[config.mk]
export PLATFORM = sky130hd
export DESIGN_NAME = wb_burst_master
export DESIGN_NICKNAME = d
export VERILOG_FILES = /design/src/rtl/wb_burst_master.sv
export SDC_FILE = /design/constraint.sdc
export NUM_CORES = 1
export LEC_CHECK = 0
export CORE_UTILIZATION = 35
export DETAILED_ROUTE_END_ITERATION = 6
export GPL_TIMING_DRIVEN = 0
export MAX_ROUTING_LAYER = met4
export PLACE_DENSITY = 0.73
export SYNTH_ARGS = -nofsm -noshare
export SYNTH_HDL_FRONTEND = slang
export SYNTH_SLANG_ARGS = --single-unit
[constraint.sdc]
create_clock -name clk_i -period 2.26 [get_ports clk_i]
set_input_delay 0.226 -clock clk_i [delete_from_list [all_inputs] [get_ports clk_i]]
set_output_delay 0.226 -clock clk_i [all_outputs]
set_load 0.005 [all_outputs]
[src/rtl/wb_burst_master.sv]
// wb_burst_master: Wishbone B4 classic master issuing single and incrementing-burst transfers.
// Optional ack watchdog enabled by defining WB_MASTER_TIMEOUT_EN.
module wb_burst_master #(
  parameter int ADDR_WIDTH     = 4,
  parameter int DATA_WIDTH     = 32,
  parameter int SEL_WIDTH      = DATA_WIDTH / 8,
  parameter int MAX_BURST      = 8,
  parameter int LEN_WIDTH      = $clog2(MAX_BURST + 1),
  parameter int TIMEOUT_CYCLES = 16
) (
  input  logic                  clk_i,
  input  logic                  rst_i,
  input  logic                  cmd_valid_i,
  output logic                  cmd_ready_o,
  input  logic                  cmd_we_i,
  input  logic [ADDR_WIDTH-1:0] cmd_addr_i,
  input  logic [LEN_WIDTH-1:0]  cmd_len_i,
  input  logic [SEL_WIDTH-1:0]  cmd_sel_i,
  input  logic                  cmd_tag_add_i,
  input  logic                  wr_valid_i,
  input  logic [DATA_WIDTH-1:0] wr_data_i,
  output logic                  wr_ready_o,
  output logic                  rd_valid_o,
  output logic [DATA_WIDTH-1:0] rd_data_o,
  output logic                  done_o,
  output logic                  cmd_err_o,
  output logic [ADDR_WIDTH-1:0] addr_o,
  output logic [DATA_WIDTH-1:0] data_o,
  output logic [SEL_WIDTH-1:0]  sel_o,
  output logic                  we_o,
  output logic                  stb_o,
  output logic                  cyc_o,
  output logic                  tag_add_o,
  output logic [2:0]            cti_o,
  input  logic                  ack_i,
  input  logic                  err_i,
  input  logic [DATA_WIDTH-1:0] data_i
);
  typedef enum logic [2:0] {IDLE, LOAD, BUS, GAP, DONE} state_t;
  localparam int WD_W = $clog2(TIMEOUT_CYCLES + 1);
`ifdef WB_MASTER_TIMEOUT_EN
  localparam bit TO_EN = 1'b1;
`else
  localparam bit TO_EN = 1'b0;
`endif
  state_t                state_q, state_d;
  logic                  we_q, we_d, tag_q, tag_d, stb_q, stb_d, cyc_q, cyc_d;
  logic                  rd_valid_q, rd_valid_d, done_q, done_d, cmd_err_q, cmd_err_d, err_q, err_d;
  logic [ADDR_WIDTH-1:0] addr_q, addr_d;
  logic [LEN_WIDTH-1:0]  len_q, len_d, beat_q, beat_d;
  logic [SEL_WIDTH-1:0]  sel_q, sel_d;
  logic [DATA_WIDTH-1:0] data_q, data_d, rd_data_q, rd_data_d;
  logic [2:0]            cti_q, cti_d;
  logic [WD_W-1:0]       wd_q, wd_d;
  logic                  last, timeout, abort, next_wr;
  assign last        = beat_q == len_q - 1'b1;
  assign timeout     = TO_EN && stb_q && !ack_i && !err_i && wd_q == WD_W'(TIMEOUT_CYCLES - 1);
  assign abort       = err_i || timeout;
  assign next_wr     = we_q && ack_i && !abort && !last && wr_valid_i;
  assign cmd_ready_o = state_q == IDLE;
  assign wr_ready_o  = (state_q == LOAD && wr_valid_i) || (state_q == BUS && next_wr);
  assign addr_o      = addr_q;
  assign data_o      = data_q;
  assign sel_o       = sel_q;
  assign we_o        = we_q;
  assign stb_o       = stb_q;
  assign cyc_o       = cyc_q;
  assign tag_add_o   = tag_q;
  assign cti_o       = cti_q;
  assign rd_valid_o  = rd_valid_q;
  assign rd_data_o   = rd_data_q;
  assign done_o      = done_q;
  assign cmd_err_o   = cmd_err_q;
  always_comb begin
    state_d    = state_q;
    we_d       = we_q;
    tag_d      = tag_q;
    stb_d      = stb_q;
    cyc_d      = cyc_q;
    addr_d     = addr_q;
    len_d      = len_q;
    beat_d     = beat_q;
    sel_d      = sel_q;
    data_d     = data_q;
    rd_data_d  = rd_data_q;
    err_d      = err_q;
    rd_valid_d = 1'b0;
    done_d     = 1'b0;
    cmd_err_d  = 1'b0;
    wd_d       = '0;
    case (state_q)
      IDLE: if (cmd_valid_i) begin
        we_d   = cmd_we_i;
        addr_d = cmd_addr_i;
        len_d  = cmd_len_i;
        sel_d  = cmd_sel_i;
        tag_d  = cmd_tag_add_i;
        beat_d = '0;
        err_d  = cmd_len_i == '0 || cmd_len_i > LEN_WIDTH'(MAX_BURST);
        if (err_d) state_d = DONE;
        else begin
          cyc_d   = 1'b1;
          stb_d   = !cmd_we_i;
          state_d = cmd_we_i ? LOAD : BUS;
        end
      end
      LOAD: if (wr_valid_i) begin
        data_d  = wr_data_i;
        stb_d   = 1'b1;
        state_d = BUS;
      end
      BUS: begin
        wd_d = wd_q + 1'b1;
        if (abort) begin
          stb_d   = 1'b0;
          cyc_d   = 1'b0;
          err_d   = 1'b1;
          state_d = DONE;
        end else if (ack_i) begin
          wd_d       = '0;
          beat_d     = beat_q + 1'b1;
          addr_d     = addr_q + 1'b1;
          rd_valid_d = !we_q;
          if (!we_q) rd_data_d = data_i;
          // A classic single beat detours through GAP so a registered ack is not seen twice
          if (last) begin
            stb_d   = 1'b0;
            cyc_d   = 1'b0;
            state_d = len_q == LEN_WIDTH'(1) ? GAP : DONE;
          end else if (we_q && !wr_valid_i) begin
            stb_d   = 1'b0;
            state_d = LOAD;
          end else if (we_q) data_d = wr_data_i;
        end
      end
      GAP: state_d = DONE;
      DONE: begin
        done_d    = 1'b1;
        cmd_err_d = err_q;
        state_d   = IDLE;
      end
      default: state_d = IDLE;
    endcase
    cti_d = (!stb_d || len_d == LEN_WIDTH'(1)) ? 3'b000 : (beat_d == len_d - 1'b1) ? 3'b111 : 3'b010;
  end
  always_ff @(posedge clk_i) begin
    if (!rst_i) begin
      state_q    <= IDLE;
      we_q       <= 1'b0;
      tag_q      <= 1'b0;
      stb_q      <= 1'b0;
      cyc_q      <= 1'b0;
      addr_q     <= '0;
      len_q      <= '0;
      beat_q     <= '0;
      sel_q      <= '0;
      data_q     <= '0;
      rd_data_q  <= '0;
      cti_q      <= 3'b000;
      err_q      <= 1'b0;
      rd_valid_q <= 1'b0;
      done_q     <= 1'b0;
      cmd_err_q  <= 1'b0;
      wd_q       <= '0;
    end else begin
      state_q    <= state_d;
      we_q       <= we_d;
      tag_q      <= tag_d;
      stb_q      <= stb_d;
      cyc_q      <= cyc_d;
      addr_q     <= addr_d;
      len_q      <= len_d;
      beat_q     <= beat_d;
      sel_q      <= sel_d;
      data_q     <= data_d;
      rd_data_q  <= rd_data_d;
      cti_q      <= cti_d;
      err_q      <= err_d;
      rd_valid_q <= rd_valid_d;
      done_q     <= done_d;
      cmd_err_q  <= cmd_err_d;
      wd_q       <= wd_d;
    end
  end
endmodule
# Word level (Yosys, flattened, before mapping)
# Index checks and enable logic that the tools add are counted.
word_totals:
  register_bits: 94
  latch_bits: 0
  ramBits: 0
  mem_bits_ro: 0
  in_bits: 84
  out_inout_bits: 84
  wordCells: 122
  memories: 0
op_classes:
  addsub: 4
  multipliers: 0
  div_mod_pow: 0
  order_cmp: 1
  eq_ne: 20
  n_shift: 0
  muxes: 46
  n_bitwise: 5
  reduce_logical: 30
op_table:
  columns: ["cell", "count"]
  rows:
  - ["$mux W32", 6]
  - ["$pmux W32 S2", 1]
  - ["$mux W4", 8]
  - ["$mux W3", 9]
  - ["$ne A2 B2 Y1 const B", 9]
  - ["$pmux W4 S2", 2]
  - ["$mux W1", 15]
  - ["$pmux W3 S4", 1]
  - ["$reduce_and A4 Y1", 3]
  - ["$add A4 B1 Y4 const B", 2]
  - ["$eq A4 B1 Y1 const B", 2]
  - ["$eq A4 B4 Y1", 2]
  - ["$sub A4 B1 Y4 const B", 2]
  - ["$logic_and A1 B1 Y1", 7]
  - ["$reduce_and A7 Y1", 1]
  - ["$eq A3 B2 Y1 const B", 2]
  - ["$logic_not A1 Y1", 6]
  - ["$ne A3 B3 Y1 const B", 2]
  - ["$not A1 Y1", 5]
  - ["$reduce_and A5 Y1", 1]
  - ["$gt A4 B4 Y1 const B", 1]
  - ["$logic_not A4 Y1", 1]
  - ["$ne A4 B3 Y1 const B", 1]
  - ["$pmux W1 S2", 2]
  - ["other kinds (11)", 15]

# Logic depth before layout (Yosys ltp)
# Gate-level depths: netlist of the first run.
logic_depth:
  depth_word: 10
  depth_mapped: 10
  depth_no_buf: 8

# Worst setup path after synthesis of the first run
# No wires, ideal clock.
synth_timing:
  kind: "register to register"
  from: "register state_q[2]"
  to: "register cti_q[0] (netlist: cti_o[0])"
  setup_time_ps: 87
  arrival_time_ps: 2246
  required_ps: 2173
  path_slack_ps: -73
  stages_incl_launch_ff: 11
  synth_period_minus_slack_ps: 2333
  cell_sequence: "dfxtp_1 -> buf_4 -> nor3_2 -> and2_1 -> clkbuf_1 -> clkbuf_1 -> a21oi_1 -> ha_1 -> xnor2_1 -> nand2_1 -> nor4b_4"
synth_via:
  elab_chain_len: 5
  elab_cells_between_ends: 13
  cone_classes: "add/sub: 1; eq/ne: 4; mux: 4; reduce/logical: 4"
synth_rtl:
  columns: ["element", "line", "rtl"]
  rows:
  - ["start: declaration", "46", "state_t state_q, state_d;"]
  - ["start signal: assignment", "166", "state_q <= state_d;"]
  - ["$logic_not A3 Y1 *", null, null]
  - ["named net cmd_ready_o", "14", "output logic cmd_ready_o,"]
  - ["$mux W4 or $pmux W1 S3 (tied branches)", "91", "case (state_q)"]
  - ["$sub A4 B1 Y4, or another cell as far along", "144", "cti_d = (!stb_d || len_d == LEN_WIDTH'(1)) ? 3'b000 : (beat_d == len_d - 1'b1) ? 3'b111 : 3'b010;"]
  - ["$eq A4 B4 Y1 or $logic_or A1 B1 Y1 (tied branches)", "144", null]
  - ["$mux W3 or $reduce_or A2 Y1 (tied branches)", null, null]
  - ["end signal: assignment", "177", "cti_q <= cti_d;"]
  - ["end: declaration", "53", "logic [2:0] cti_q, cti_d;"]
# Mark *: on every way through the listed nets, which the timed path passes. The rest lies on a longest branch.
# A chain may end at the register's enable or synchronous reset.

# Worst setup path in the final report of the first run
layout_timing:
  from: "register len_q[1]"
  to: "output wr_ready_o"
layout_via:
  elab_chain_len: 7
layout_rtl:
  columns: ["element", "line", "rtl"]
  rows:
  - ["start: declaration", "50", "logic [LEN_WIDTH-1:0] len_q, len_d, beat_q, beat_d;"]
  - ["start signal: assignment", "172", "len_q <= len_d;"]
  - ["$sub A4 B1 Y4", "56", "assign last = beat_q == len_q - 1'b1;"]
  - ["$eq A4 B4 Y1", "56", null]
  - ["$logic_not A1 Y1", "59", "assign next_wr = we_q && ack_i && !abort && !last && wr_valid_i;"]
  - ["$logic_and A1 B1 Y1 (2 in a row)", "59", null]
  - ["$logic_and A1 B1 Y1", "61", "assign wr_ready_o = (state_q == LOAD && wr_valid_i) || (state_q == BUS && next_wr);"]
  - ["$logic_or A1 B1 Y1", "61", null]
  - ["end: declaration", "22", "output logic wr_ready_o,"]
# Every way passes these cells.

==> out/metrics.csv, run 1 <==
stage,metric,value,unit
outcome,status,finished clean,
floorplanning,core footprint,10900,µm²
synth,Post-synth EDFFs,0,
sta,final worst path period share,98.5,%
place,IO buf count,166,
sta,min Tclk post-route,2230,ps
synth,Synth Area in XOR/XNOR,3.28,%
sta,final worst clock skew,13.0,ps
global_route,initial antenna violation count,0,
sta,Final Slew Violations,0,
sta,hold slack,257,ps
cts,"Clk pin slew, worst setup/hold paths",100,ps
synth,synthesized area,3930,µm²
floorplanning,Die W,108,µm
synth,"Distinct cells, synth",50,
global_route,GR Util All Layers,21.3,%
finish,layout cell share with drive strength beyond 1,9.81,%
detailed_routing,Routed Antenna Nets,0,
worst_hold_path,worst min path class,input port to flop,
detailed_routing,met2 WL post-DR,5960,µm
flow_run,MaxCap Viol Count,0,
cts,CTS sink cnt,93,
synth,syn nets,583,
critical_path,Worst Path Max Fanout,3,
sta,RSZ-0062 raised after global routing,yes,
synth,ys async rst share,0,%
critical_path,Worst setup EP type,output port,
floorplanning,# IOs,168,
place,dpl hpwl,8670,µm
cts,TritonCTS buffer count,9,
power,pwr dens,600,nW/µm²
critical_path,CP Launch Type,flop,
synth,sequential area share after synthesis,47.4,%
detailed_routing,Detailed Routing Iterations Pass 1,5,
global_route,Congestion Overflow GR,0,
cts,CTS tree,yes,
detailed_routing,vias,4112,
cts,"Clk Latency, worst-skew pair",370,ps
detailed_routing,Post-Route WL,12100,µm
cts,CTS root buffer,clkbuf_8,
finish,P&R area growth vs syn,56.3,%
sta,final critical-path setup slack,34.7,ps
detailed_routing,Highest Signal Layer,met4,
sta,Max Clock Freq,449,MHz
finish,Final #Nets,768,
synth,Compound-Gate Fraction of Synth Area,16.5,%
detailed_routing,met1 WL,5090,µm
synth,dominant synthesized flop cell,dfxtp_1,
detailed_routing,post-DR vias/cell,5.00,
global_route,largest net degree at the start of global routing,18,
critical_path,critical setup path kind,flop to output port,
floorplanning,row cnt,38,
power,VDD IR max,436,µV
sta,final hold vios,0,
power,Pleak,0.00220,µW
synth,"FF+latch count, synth",93,
critical_path,CP Data Arrival Time,2000,ps
synth,syn_area_per_cell,7.96,µm²
floorplanning,Die ar.,11600,µm²
cts,Clock Path Buffers,2,
global_route,vias in the first global route,3884,
synth,Synth Area in Adders,1.91,%
detailed_routing,drt wl/cell,14.6,µm
detailed_routing,Remaining DRCs,0,
sta,Worst Tran Pin Value,585,ps
power,Final Power,3680,µW
floorplanning,Initial Utilization,36.0,%
finish,Inserted Diodes,0,
sta,final setup vio count,0,
global_route,first-pass GRT wire length,18800,µm
detailed_routing,DR WL met3,797,µm
cts,Hold Buf Count CTS,0,
place,setup slack at placement,-572,ps
synth,Synth Warn #,0,
place,gpl congestion,0.854,
detailed_routing,First DRT Iteration DRCs,195,
floorplanning,Die Span Y,108,µm
cts,H-tree depth,3,
synth,simple-gate share of the synthesized area,25.5,%
critical_path,WP data required,2030,ps
synth,main combinational cell family by area after synthesis,simple AND/OR/NAND/NOR gates,
synth,post-synthesis cell count,493,
synth,multiplexer area fraction after synthesis,0.574,%
sta,Slew headroom,61.0,%
through the flow:
step                      util (%)  TNS [ps]  instances  cell area, µm²
after floorplan                  -         0        493            3930
after global placement        52.9     -3850        799            5760
after detailed placement      52.9     -8400        799            5760
after CTS                     55.8     -10.8        821            6070
after global routing          56.4     -81.1        823            6140
final                         56.4         0        823            6140
synthesized netlist by cell type, types with 2 or more instances:
library cell | n | share of area [%]
o21ai_1 | 35 | 4.5
nor2b_1 | 2 | 0.32
nor3_1 | 6 | 0.77
a21oi_1 | 58 | 7.4
or2_1 | 2 | 0.32
xnor2_1 | 8 | 1.8
a21o_1 | 3 | 0.57
nand3_1 | 37 | 4.7
a211oi_1 | 3 | 0.57
nand2b_1 | 2 | 0.32
o21ai_0 | 5 | 0.64
and2_1 | 3 | 0.48
nand3b_1 | 3 | 0.57
o32a_1 | 2 | 0.51
nor2_1 | 25 | 2.4
nor3b_1 | 3 | 0.57
nor3_2 | 2 | 0.51
clkbuf_1 | 25 | 2.4
a311oi_1 | 2 | 0.45
nand2_1 | 123 | 12
ha_1 | 6 | 1.9
inv_2 | 2 | 0.19
buf_4 | 2 | 0.38
dfxtp_1 | 93 | 47
buf_2 | 8 | 1.0
inv_1 | 5 | 0.48
xor2_1 | 4 | 0.89
a31oi_1 | 2 | 0.32
cell type report:
type                            instances  area (µm²)
Fill cell                            1020        4750
Multi-Input combinational cell        357        1950
Sequential cell                        93        1870
Timing Repair Buffer                  176        1740
Tap cell                              140         175
Buffer                                 34         166
Clock buffer                            9         124
Clock inverter                          7        80.1
Inverter                                7        28.8
placed cells by master (no fill, tap or decap), types with 3 or more instances in the layout:
master,instances
buf_4,14
xnor2_1,7
o21ai_0,5
clkbuf_8,9
dfxtp_1,89
o21ai_1,34
a21oi_1,55
clkdlybuf4s50_1,165
buf_2,3
a211oi_1,3
a21oi_2,3
inv_2,3
clkbuf_1,22
a21o_1,3
ha_1,5
inv_1,3
nand3b_1,3
clkbuf_4,3
nor2_1,25
nand3_1,37
xor2_1,4
nand2_1,123
nor3_1,5
routing by layer:
| metal | global-route usage [%] | up-vias |
|---|---|---|
| met3 | 5.02 | 18 |
| met4 | 6.65 | 0 |
| met1 | 25.6 | 1921 |
| met5 | - | - |
| met2 | 35.2 | 143 |
| li1 | - | 2030 |
power by group:
group | leakage (µW) | switching (µW) | internal, µW
Sequential | 0.000756 | 56.4 | 1700
Combinational | 0.00134 | 358 | 408
Clock | 0.000102 | 630 | 527
sequential cells by signal, indices dropped and copies added (netlist names):
name        count
addr_o          4
beat_q          4
cmd_err_o       1
cti_o           2
cyc_o           1
data_o         32
done_o          1
err_q           1
len_q           4
rd_data_o      32
rd_valid_o      1
sel_o           4
state_q         3
stb_o           1
tag_add_o       1
we_o            1
worst paths after layout:
kind,startpoint,to,slack [ps],cells after the start
worst min-delay path,rst_i,done_o,260,3
worst max-delay path,len_q[1],wr_ready_o,30,10
worst max register to register,state_q[0],cti_o[0],100,8
worst min register to register,rd_data_o[3],rd_data_o[3],460,2
repair_timing:
item	CTS	global route
setup buffers	8	2
resized for setup	23	16
endpoints found under the setup margin	53	11
pin swaps	6	4
critical path: stages (launching register included):
cell,delay (ps)
dfxtp_2,350
inv_4,70
ha_4,130
xor3_1,240
nor3_2,230
a21oi_2,90
o21ai_2,150
buf_4,140
buf_6,90
inv_2,30
buf_6,100
kinds of logic (layout without fill, tap and decap cells):
group	after synthesis	count (layout)
mux	2	2
simple gates	219	219
fa+ha+maj	6	6
buf+inv	43	233
compound gates	117	117
flops	93	93
xor+xnor	13	13
Note: power is estimated with default switching activity, not from simulation.
==> inputs of run 2 (changes only) <==
SKIP_LAST_GASP = 1   (was not set)
==> out/metrics.csv, run 2 (same netlist as run 1, synthesis figures left out) <==
stage,metric,value,unit,change
outcome,status,finished clean,,unchanged
floorplanning,# IOs,168,,unchanged
sta,final hold vios,0,,unchanged
finish,Inserted Diodes,0,,unchanged
critical_path,critical setup path kind,flop to output port,,unchanged
finish,most frequent cells in the layout,"165 x clkdlybuf4s50_1, 123 x nand2_1, 89 x dfxtp_1",,unchanged
global_route,largest net degree at the start of global routing,18,,unchanged
critical_path,CP Data Arrival Time,2010,ps,was 2000 ps
detailed_routing,Routed Antenna Nets,0,,unchanged
detailed_routing,First DRT Iteration DRCs,193,,was 195
floorplanning,Initial Utilization,36.0,%,unchanged
cts,H-tree depth,3,,unchanged
cts,Clock Path Buffers,2,,unchanged
global_route,GR Util All Layers,21.3,%,unchanged
flow_run,MaxCap Viol Count,0,,unchanged
cts,"Clk Latency, worst-skew pair",370,ps,about the same
detailed_routing,Remaining DRCs,0,,unchanged
global_route,first-pass GRT wire length,18800,µm,unchanged
global_route,vias in the first global route,3882,,was 3884
sta,final critical-path setup slack,25.6,ps,was 34.7 ps
global_route,Congestion Overflow GR,0,,unchanged
cts,TritonCTS buffer count,9,,unchanged
cts,CTS tree,yes,,unchanged
global_route,initial antenna violation count,0,,unchanged
detailed_routing,post-DR vias/cell,4.99,,was 5.00
power,Pleak,0.00220,µW,about the same
sta,final setup vio count,0,,unchanged
finish,post-route cell area,6130,µm²,was 6140 µm²
power,pwr dens,601,nW/µm²,was 600 nW/µm²
detailed_routing,Detailed Routing Iterations Pass 1,5,,unchanged
critical_path,Worst Path Max Fanout,3,,unchanged
critical_path,CP Launch Type,flop,,unchanged
finish,multi-input combinational cell area,1950,µm²,unchanged
cts,CTS root buffer,clkbuf_8,,unchanged
finish,"most common cell after layout, fill and taps aside",clkdlybuf4s50_1,,unchanged
detailed_routing,Post-Route WL,12100,µm,about the same
finish,fillers,1023,,was 1020
sta,Worst Tran Pin Value,585,ps,about the same
finish,Final #Nets,768,,unchanged
sta,final worst clock skew,13.0,ps,unchanged
place,gpl congestion,0.854,,unchanged
floorplanning,Die ar.,11600,µm²,unchanged
floorplanning,core footprint,10900,µm²,unchanged
sta,Final Slew Violations,0,,unchanged
sta,RSZ-0062 raised after global routing,yes,,unchanged
detailed_routing,drt wl/cell,14.6,µm,about the same
detailed_routing,vias,4108,,was 4112
sta,final worst path period share,98.9,%,was 98.5%
floorplanning,Die W,108,µm,unchanged
cts,"Clk pin slew, worst setup/hold paths",100,ps,about the same
power,VDD IR max,436,µV,about the same
worst_hold_path,worst min path class,input port to flop,,unchanged
critical_path,Worst setup EP type,output port,,unchanged
cts,CTS sink cnt,93,,unchanged
sta,Slew headroom,61.0,%,about the same
place,setup slack at placement,-572,ps,unchanged
floorplanning,row cnt,38,,unchanged
place,dpl hpwl,8670,µm,unchanged
sta,Max Clock Freq,448,MHz,was 449 MHz
critical_path,WP data required,2030,ps,about the same
place,IO buf count,166,,unchanged
floorplanning,Die Span Y,108,µm,unchanged
place,Post-DP Area,5760,µm²,unchanged
sta,min Tclk post-route,2230,ps,about the same
finish,P&R area growth vs syn,56.1,%,was 56.3%
finish,Reg area,1870,µm²,unchanged
finish,layout cell share with drive strength beyond 1,9.81,%,unchanged
[run 2: repair_timing]
action                                  in CTS  in global routing
hold buffers                                 0                  0
resized for setup                           23                 14
pin swaps                                    6                  4
buffers inserted                             8                  2
endpoints found under the setup margin      53                 11
[run 2: stage by stage]
| step | hold slack, ps | TNS, ps | instances | util [%] | power [µW] |
|---|---|---|---|---|---|
| floorplan | 359 | 0 | 493 | - | 2140 |
| CTS | 247 | -10.8 | 821 | 55.8 | 3700 |
| finish | 257 | 0 | 823 | 56.3 | 3680 |
| global placement | 442 | -3850 | 799 | 52.9 | 2480 |
| global route | 285 | -141 | 823 | 56.3 | 3870 |
| detailed placement | 447 | -8400 | 799 | 52.9 | 2500 |
[run 2: path summary, 6_finish.rpt]
path,startpoint,slack [ps],cells after the start,endpoint
hold / removal,rst_i,260,3,done_o
setup / recovery,len_q[1],30,10,wr_ready_o
hold reg to reg,rd_data_o[3],460,2,rd_data_o[3]
setup reg to reg,state_q[0],100,8,cti_o[0]
[run 2: layout make-up]
| class | count | share of cell area [%] |
|---|---|---|
| flip-flops and latches | 93 | 30.5 |
| inverters | 7 | 0.470 |
| plain buffers | 34 | 2.68 |
| clock buffers | 9 | 2.02 |
| well taps | 140 | 2.86 |
| repair buffers | 176 | 28.3 |
| clock inverters | 7 | 1.31 |
| multi-input cells | 357 | 31.9 |
[run 2: layer usage]
metal	share of wire, %	GRT usage, %	wire (µm)	up-vias
li1	-	-	-	2030
met1	42	25.6	5100	1919
met2	49	35.2	5950	141
met3	6.6	5.02	800	18
met4	1.7	6.65	208	0
met5	0	-	0	-
[run 2: where the power goes]
| part | internal [µW] | switching, µW |
|---|---|---|
| Sequential | 1700 | 56.4 |
| Clock | 527 | 630 |
| Combinational | 407 | 358 |
[run 2: critical path: stages (launching register included)]
cell and delay, ps:
dfxtp_2 350, inv_4 70, ha_4 130, xor3_1 240
nor3_2 230, a21oi_2 90, o21ai_2 150, buf_4 140
buf_6 90, inv_2 20, buf_2 120
==> inputs of run 3 (changes only) <==
PLACE_DENSITY = 0.7   (was 0.73)
REMOVE_ABC_BUFFERS = 1   (was not set)
clock period = 2.53 ns   (was 2.26 ns; I/O delays follow)
==> out/metrics.csv, run 3 (same netlist as run 1, synthesis figures left out) <==
stage,metric,value,unit,change
finish,post-route cell area,6120,µm²,was 6130 µm²
floorplanning,Die W,108,µm,unchanged
critical_path,Worst setup EP type,output port,,unchanged
cts,CTS root buffer,clkbuf_8,,unchanged
critical_path,R2R depth,8,,unchanged
finish,Reg area,1870,µm²,about the same
place,gpl congestion,0.890,,was 0.854
critical_path,Worst Path Max Fanout,2,,was 3
cts,Clock Path Buffers,2,,unchanged
floorplanning,Initial Utilization,36.0,%,unchanged
detailed_routing,Routed Antenna Nets,0,,unchanged
global_route,largest net degree at the start of global routing,54,,was 18
place,IO buf count,167,,was 166
finish,fillers,1005,,was 1023
floorplanning,core footprint,10900,µm²,unchanged
critical_path,RR Endpoint,cti_o[0],,unchanged
place,setup slack at placement,-408,ps,was -572 ps
sta,RSZ-0062 raised after global routing,no,,was yes
critical_path,CP Capture Point,wr_ready_o,,unchanged
cts,TritonCTS buffer count,9,,unchanged
sta,final worst clock skew,10.4,ps,was 13.0 ps
critical_path,WP data required,2280,ps,was 2030 ps
sta,min Tclk post-route,2380,ps,
sta,hold slack,320,ps,was 257 ps
cts,CTS sink cnt,93,,unchanged
sta,final hold vios,0,,unchanged
sta,Worst Tran Pin Value,902,ps,was 585 ps
power,VDD IR max,326,µV,was 436 µV
critical_path,r2r setup slk,230,ps,was 100 ps
global_route,initial antenna violation count,0,,unchanged
floorplanning,Die ar.,11600,µm²,unchanged
sta,final worst path period share,94.2,%,
finish,multi-input combinational cell area,1960,µm²,was 1950 µm²
place,dpl hpwl,7530,µm,was 8670 µm
cts,Hold Buf Count CTS,0,,unchanged
sta,Slew headroom,39.7,%,was 61.0%
finish,P&R area growth vs syn,55.8,%,was 56.1%
critical_path,CP Data Arrival Time,2130,ps,was 2010 ps
detailed_routing,post-DR vias/cell,4.92,,was 4.99
floorplanning,Die Span Y,108,µm,unchanged
detailed_routing,vias,3927,,was 4108
power,Pleak,0.00222,µW,was 0.00220 µW
worst_hold_path,worst min path class,input port to flop,,unchanged
floorplanning,# IOs,168,,unchanged
finish,most frequent cells in the layout,"165 x clkdlybuf4s50_1, 123 x nand2_1, 88 x dfxtp_1",,"was 165 x clkdlybuf4s50_1, 123 x nand2_1, 89 x dfxtp_1"
sta,Max Clock Freq,419,MHz,
global_route,GR Util All Layers,20.4,%,was 21.3%
sta,post-route setup TNS,0,ps,unchanged
detailed_routing,Post-Route WL,11200,µm,was 12100 µm
finish,Final #Nets,743,,was 768
sta,Final Slew Violations,0,,unchanged
floorplanning,row cnt,38,,unchanged
finish,"most common cell after layout, fill and taps aside",clkdlybuf4s50_1,,unchanged
place,Post-DP Area,5680,µm²,was 5760 µm²
finish,Inserted Diodes,0,,unchanged
cts,"Clk Latency, worst-skew pair",360,ps,was 370 ps
outcome,status,finished clean,,unchanged
global_route,first-pass GRT wire length,18000,µm,was 18800 µm
global_route,Congestion Overflow GR,0,,unchanged
critical_path,CP Launch Point,len_q[0],,was len_q[1]
detailed_routing,Remaining DRCs,0,,unchanged
flow_run,MaxCap Viol Count,0,,unchanged
sta,final critical-path setup slack,146,ps,was 25.6 ps
cts,H-tree depth,3,,unchanged
power,pwr dens,533,nW/µm²,was 601 nW/µm²
global_route,vias in the first global route,3866,,was 3882
cts,CTS tree,yes,,unchanged
cts,"Clk pin slew, worst setup/hold paths",90,ps,was 100 ps
detailed_routing,First DRT Iteration DRCs,191,,was 193
sta,final setup vio count,0,,unchanged
detailed_routing,drt wl/cell,14.0,µm,was 14.6 µm
critical_path,R2R Path Start,state_q[0],,unchanged
critical_path,CP Launch Type,flop,,unchanged
finish,layout cell share with drive strength beyond 1,9.42,%,was 9.81%
finish,final core area utilization,56.2,%,was 56.3%
critical_path,critical setup path kind,flop to output port,,unchanged
detailed_routing,Detailed Routing Iterations Pass 1,5,,unchanged
run 3: how the worst min path moves through the flow:
| stage | startpoint | endpoint | slack (ps) | cells after the start |
|---|---|---|---|---|
| final | rst_i | data_o[17] | 320 | 3 |
| after global routing | rst_i | data_o[20] | 330 | 3 |
| after CTS | rst_i | data_o[6] | 300 | 3 |
| after detailed placement | rd_data_o[15] | rd_data_o[15] | 450 | 2 |
| after global placement | rd_data_o[19] | rd_data_o[19] | 440 | 2 |
| after floorplan | rst_i | beat_q[0] | 370 | 1 |
run 3: worst max-delay path: stages, from the launching register on:
cell            delay (ps)
dfxtp_2                330
inv_2                   70
ha_4                   120
xor3_1                 420
nor3_2                 230
a21oi_2                110
o21ai_4                180
buf_12                 130
inv_2                   20
dlymetal6s2s_1         140
run 3: cell type report:
type	count	area share, %
Multi-Input combinational cell	358	32.1
Timing Repair Buffer	184	30.7
Sequential cell	93	30.5
Tap cell	140	2.86
Clock buffer	11	2.31
Clock inverter	5	0.982
Inverter	7	0.471
run 3: power by group:
group,leakage [µW],switching [µW],internal [µW]
Clock,0.0000995,520,486
Sequential,0.000755,62.3,1520
Combinational,0.00136,296,373
Total,0.00222,878,2380
run 3: timing repair:
item                                    4_1_cts  5_1_grt
endpoints found under the setup margin        3       15
gates cloned                                  3        0
pin swaps                                     4        5
gates resized for setup                      17        5
buffers inserted                              8        4
run 3: metrics by stage:
stage | total power [µW] | cells
after global routing | 3420 | 798
after CTS | 3280 | 794
after detailed placement | 2210 | 767
final | 3260 | 798
after floorplan | 1880 | 457
after global placement | 2190 | 764
run 3: metal layers:
layer  wire [µm]  vias up  global-route usage [%]
met2        5090      168                    32.6
met5           0        -                       -
met3        1000       17                    5.69
li1            -     1974                       -
met4         218        0                    8.32
met1        4860     1768                    24.1
